[config.mk]
export PLATFORM = sky130hd
export DESIGN_NAME = bcd_alu_sequencer
export DESIGN_NICKNAME = d
export VERILOG_FILES = /design/src/rtl/bcd_alu_sequencer.sv
export SDC_FILE = /design/constraint.sdc
export NUM_CORES = 1
export LEC_CHECK = 0
export CORE_ASPECT_RATIO = 0.8
export CORE_MARGIN = 4
export CORE_UTILIZATION = 39
export CTS_CLUSTER_DIAMETER = 200
export DETAILED_ROUTE_END_ITERATION = 10
export GPL_TIMING_DRIVEN = 0
export HOLD_SLACK_MARGIN = 0.02
export PLACE_DENSITY_LB_ADDON = 0.3
export SETUP_SLACK_MARGIN = 0.4
export SYNTH_ARGS = -nofsm -noshare
export SYNTH_HDL_FRONTEND = slang
export SYNTH_SLANG_ARGS = --single-unit
[constraint.sdc]
create_clock -name clk -period 2.3 [get_ports clk]
set_input_delay 0.46 -clock clk [delete_from_list [all_inputs] [get_ports clk]]
set_output_delay 0.46 -clock clk [all_outputs]
set_load 0.05 [all_outputs]
[src/rtl/bcd_alu_sequencer.sv]
// Keypad-driven sequencer for a 3-digit BCD calculator.
// It collects operands and an operator, hands them to an external BCD ALU, and drives the display.
module bcd_alu_sequencer #(
    parameter int ALU_TIMEOUT = 1024
) (
    input  logic        clk,
    input  logic        reset,
    input  logic        key_valid,
    input  logic [3:0]  key_code,
    output logic        alu_start,
    output logic [1:0]  alu_op,
    output logic [11:0] alu_a,
    output logic [11:0] alu_b,
    input  logic        alu_done,
    input  logic [11:0] alu_result,
    input  logic        alu_ovf,
    output logic [11:0] disp_value,
    output logic [1:0]  disp_sel,
    output logic        busy,
    output logic        error
);

    localparam int CNT_W = (ALU_TIMEOUT > 1) ? $clog2(ALU_TIMEOUT) : 1;
    localparam logic [CNT_W-1:0] TIMEOUT_LAST = CNT_W'(ALU_TIMEOUT - 1);

    typedef enum logic [2:0] {ENTER_A, ENTER_B, WAIT, SHOW, ERR} stateType;

    stateType         state, stateNext;
    logic [11:0]      regA, regB, regR;
    logic [1:0]       regOp, cntA, cntB;
    logic [CNT_W-1:0] timeoutCnt;
    logic [11:0]      dispValue, dispHoldValue;
    logic [1:0]       dispSel, dispHoldSel;

    logic isDigit, isOp, isEquals, isClear, timedOut;
    logic [1:0] keyOp;

    assign isDigit  = key_valid && (key_code <= 4'd9);
    assign isOp     = key_valid && (key_code >= 4'd10) && (key_code <= 4'd12);
    assign isEquals = key_valid && (key_code == 4'd13);
    assign isClear  = key_valid && (key_code == 4'd14);
    assign timedOut = (timeoutCnt == TIMEOUT_LAST);
    // ADD/SUB/MUL key codes 10/11/12 map onto ALU op codes 00/01/10.
    assign keyOp    = key_code[1:0] - 2'd2;

    // State register, with busy/error registered from the next state.
    always_ff @(posedge clk) begin
        if (reset) begin
            state <= ENTER_A;
            busy  <= 1'b0;
            error <= 1'b0;
        end else begin
            state <= stateNext;
            busy  <= (stateNext == WAIT);
            error <= (stateNext == ERR);
        end
    end

    // NOTE: every comb output gets a default first so no path leaves it unassigned (no latch).
    always_comb begin
        stateNext = state;
        if (isClear) begin
            stateNext = ENTER_A;
        end else begin
            case (state)
                ENTER_A: if (isOp) stateNext = ENTER_B;
                ENTER_B: if (isEquals) stateNext = WAIT;
                WAIT: begin
                    if (alu_done)      stateNext = alu_ovf ? ERR : SHOW;
                    else if (timedOut) stateNext = ERR;
                end
                SHOW: begin
                    if (isDigit)   stateNext = ENTER_A;
                    else if (isOp) stateNext = ENTER_B;
                end
                default: stateNext = state;
            endcase
        end
    end

    // NOTE: sequential state uses non-blocking assignments only, so every flop samples pre-edge values.
    always_ff @(posedge clk) begin
        if (reset || isClear) begin
            regA       <= '0;
            regB       <= '0;
            regR       <= '0;
            regOp      <= '0;
            cntA       <= '0;
            cntB       <= '0;
            timeoutCnt <= '0;
            alu_start  <= 1'b0;
        end else begin
            alu_start <= 1'b0;
            case (state)
                ENTER_A: begin
                    if (isDigit && cntA != 2'd3) begin
                        regA <= {regA[7:0], key_code};
                        cntA <= cntA + 2'd1;
                    end else if (isOp) begin
                        regOp <= keyOp;
                        regB  <= '0;
                        cntB  <= '0;
                    end
                end
                ENTER_B: begin
                    if (isDigit && cntB != 2'd3) begin
                        regB <= {regB[7:0], key_code};
                        cntB <= cntB + 2'd1;
                    end else if (isOp) begin
                        regOp <= keyOp;
                    end else if (isEquals) begin
                        alu_start  <= 1'b1;
                        timeoutCnt <= '0;
                    end
                end
                WAIT: begin
                    timeoutCnt <= timeoutCnt + 1'b1;
                    if (alu_done && !alu_ovf) regR <= alu_result;
                end
                SHOW: begin
                    if (isDigit) begin
                        regA <= {8'h000, key_code};
                        cntA <= 2'd1;
                    end else if (isOp) begin
                        regA  <= regR;
                        cntA  <= 2'd3;
                        regOp <= keyOp;
                        regB  <= '0;
                        cntB  <= '0;
                    end
                end
                default: ;
            endcase
        end
    end

    // The display freezes during WAIT, so remember what was shown on the way in.
    always_ff @(posedge clk) begin
        if (reset) begin
            dispHoldValue <= '0;
            dispHoldSel   <= '0;
        end else if (state != WAIT) begin
            dispHoldValue <= dispValue;
            dispHoldSel   <= dispSel;
        end
    end

    always_comb begin
        dispValue = dispHoldValue;
        dispSel   = dispHoldSel;
        case (state)
            ENTER_A: begin
                dispValue = regA;
                dispSel   = 2'b00;
            end
            ENTER_B: begin
                dispValue = (cntB != 2'd0) ? regB : regA;
                dispSel   = (cntB != 2'd0) ? 2'b01 : 2'b00;
            end
            SHOW: begin
                dispValue = regR;
                dispSel   = 2'b10;
            end
            ERR: begin
                dispValue = 12'hEEE;
                dispSel   = 2'b11;
            end
            default: ;
        endcase
    end

    assign alu_a      = regA;
    assign alu_b      = regB;
    assign alu_op     = regOp;
    assign disp_value = dispValue;
    assign disp_sel   = dispSel;

endmodule

==> results.py <==
metrics = {
    "clocking": {
        "cts_num_sinks": 72,
        "cts_buffers": 9,
        "htreeDepth": 3,
        "cts.path.max_buffers": 2,
        "cts_tree": "yes",
        "clock_latency_ps": 350,
        "path_clk_slew_ps": 80,
        "cts_root_buffer": "clkbuf_8",
    },
    "sta": {
        "fin_hold_ws_ps": 491,
        "worst_pin_slew_ps": 502,
        "hold_viol": 0,
        "report.final.slew_viol_count": 0,
        "setup_tns_ps": -44.2,
        "post-route-period-util_pct": 101,
        "finClkSkew_ps": 14.5,
        "setup_slack_ps": -30.1,
        "max_freq_mhz": 429,
        "relSlewSlack_pct": 66.5,
        "min_period_ps": 2330,
        "finalSetupViolCount": 4,
        "rsz0062_at_grt": "yes",
    },
    "layout": {
        "final_common_cell": "dfxtp_1",
        "stdcell_count": 616,
        "final_cell_mix": "dfxtp_1, nor2_1, dlygate4sd2_1, nor2b_1, buf_6",
        "n_fill_cell": 721,
        "stdcell_area_sq_mm": 0.00517,
        "areaGrowthSynthToFinish_pct": 52.4,
        "fin_nets": 524,
        "seq_area_sq_mm": 0.00145,
        "fin_util_pct": 61.0,
        "drive_gt1_share_pct": 29.0,
        "antenna_cells": 0,
        "multi_input_area_sq_mm": 0.00226,
    },
    "global_route": {
        "grt_pass1_vias": 3244,
        "grt_pass1_wl_microns": 16900,
        "overflow": 0,
        "grt_max_degree": 14,
        "antenna_found_initial": 0,
        "grt_usage_pct": 20.5,
    },
    "logic_synthesis": {
        "yosys.area_share.simple_pct": 25.0,
        "synth_cells": 401,
        "synth_mux_area_share_pct": 6.49,
        "synth_seq_cells": 72,
        "seq_area_frac_synth_pct": 42.5,
        "synth_adder_area_share_pct": 1.47,
        "synth_compound_area_share_pct": 18.9,
        "synth_area_sq_mm": 0.00339,
        "synth_xor_area_share_pct": 1.81,
        "synth_edf_count": 0,
        "syn_area_per_cell_sq_um": 8.47,
        "syn-num-nets": 426,
        "async_flop_share_pct": 0,
        "yosys_warnings": 0,
        "synth_top_family_by_area": "simple AND/OR/NAND/NOR gates",
        "ys.flop_type": "dfxtp_1",
        "yosysUniqueCellTypes": 49,
    },
    "run_status": {
        "status": "finished, violations left",
        "violations": "setup timing",
    },
    "die": {
        "core_area_sq_mm": 0.00848,
        "die_h_microns": 91.4,
        "ioPinCount": 64,
        "dieWidth_microns": 112,
        "initial_utilization_pct": 40.0,
        "row_count": 30,
        "dieArea_sq_mm": 0.0103,
    },
    "worst_setup_path": {
        "crit_type": "reg2out",
        "crit_path_max_fanout": 5,
        "crit_arrival_ps": 1870,
        "critPathRequiredTime_ps": 1840,
        "critPathLaunchType": "flop",
        "endpoint_kind": "output pin",
    },
    "route": {
        "drt_pass1_iterations": 5,
        "ant_nets": 0,
        "wirelength_microns": 10700,
        "viasPerCell": 5.42,
        "drc": 0,
        "drt_iter0_drc": 257,
        "wire_per_inst_microns": 17.3,
        "via_count": 3337,
    },
    "run": {
        "cap_violations": 0,
    },
    "power": {
        "power.total_mw": 2.80,
        "peakVddDrop_mv": 0.319,
        "power_density_mw_per_mm2": 542,
        "p_leak_nw": 2.18,
    },
    "placement": {
        "dp_cells": 574,
        "placedInstanceArea_sq_mm": 0.00434,
        "port_buffers": 61,
        "gp_congestion": 0.859,
        "pre_cts_ws_ps": -597,
        "dpl.hpwl_microns": 7190,
    },
    "hold_path": {
        "hp-class": "in2reg",
    },
}
routing by layer:
metal	vias to the layer above	global-route usage [%]	part of all wire (%)
li1	1612	-	-
met1	1591	28.7	47
met2	124	31.7	46
met3	10	5.40	6.4
met4	0	4.40	0.79
met5	-	0	0
registers in the layout, summed over array words and instances, names as in the netlist:
name / cells
regR: 12
dispHoldSel: 2
state: 3
error: 1
cntA: 2
dispHoldValue: 12
timeoutCnt: 10
alu_a: 12
busy: 1
alu_b: 12
alu_start: 1
cntB: 2
alu_op: 2
timing repair:
| item | 4_1_cts | 5_1_grt |
|---|---|---|
| resized for setup | 212 | 40 |
| cloned | 2 | 2 |
| setup buffers | 14 | 8 |
| endpoints found under the setup margin | 102 | 66 |
| pin swaps | 19 | 22 |
| hold endpoints to repair | 0 | 0 |
| hold buffers | 0 | 0 |
synth_stat cells, types with 3 or more instances:
cell      number  area share (%)
a211oi_1       4            0.88
a21oi_1       34             5.0
a221o_1        7             2.1
and2_1         7             1.3
and3_1         4            0.74
buf_2         10             1.5
clkbuf_1       9             1.0
dfxtp_1       72              42
ha_1           4             1.5
inv_1          3            0.33
mux2i_1       22             6.5
nand2_1       25             2.8
nand3_1       17             2.5
nand4_1        4            0.74
nor2_1        61             6.7
nor2b_1       29             5.3
o21ai_0       38             5.6
o21ai_1        3            0.44
xnor2_1        6             1.5
final timing paths:
kind / from / to / slack (ps) / cells past startpoint
setup / recovery: state[2]$_SDFF_PP0_ / disp_value[1] / -30 / 7
hold / removal: key_code[3] / alu_b[3]$_SDFFE_PP0P_ / 490 / 3
setup reg to reg: state[0]$_SDFF_PP0_ / alu_b[0]$_SDFFE_PP0P_ / 480 / 9
hold reg to reg: alu_b[9]$_SDFFE_PP0P_ / alu_b[9]$_SDFFE_PP0P_ / 500 / 2
cells by family (layout without fill, tap and decap cells):
logic type                 count (synthesis)  in the layout
muxes                                     22             22
buffers and inverters                     27            130
and+or+nand+nor                          166            166
AOI/OAI and AO/OA                        103            103
adders and majority gates                  4              4
xor gates and xnor gates                   7              7
DFF                                       72             72
cell type report:
type / count / area share [%]
repair buffers: 87 / 16.2
clock buffers: 9 / 2.39
inverters: 3 / 0.218
well taps: 112 / 2.71
multi-input cells: 302 / 43.7
clock inverters: 7 / 1.86
flip-flops and latches: 72 / 28.0
plain buffers: 24 / 4.98
power by group:
| part | internal [mW] | switching (mW) | total (mW) |
|---|---|---|---|
| clock network | 0.612 | 0.507 | 1.12 |
| registers | 1.27 | 0.0169 | 1.29 |
| logic | 0.155 | 0.243 | 0.398 |
critical path, cell delays in order, from the launching register on:
cell and delay (ps):
dfxtp_2 330, or3b_4 410, nor2_4 110, buf_6 120
buf_8 120, a21oi_2 70, a21oi_4 170, buf_6 180
No activity file was read; power rests on OpenSTA's default activity.
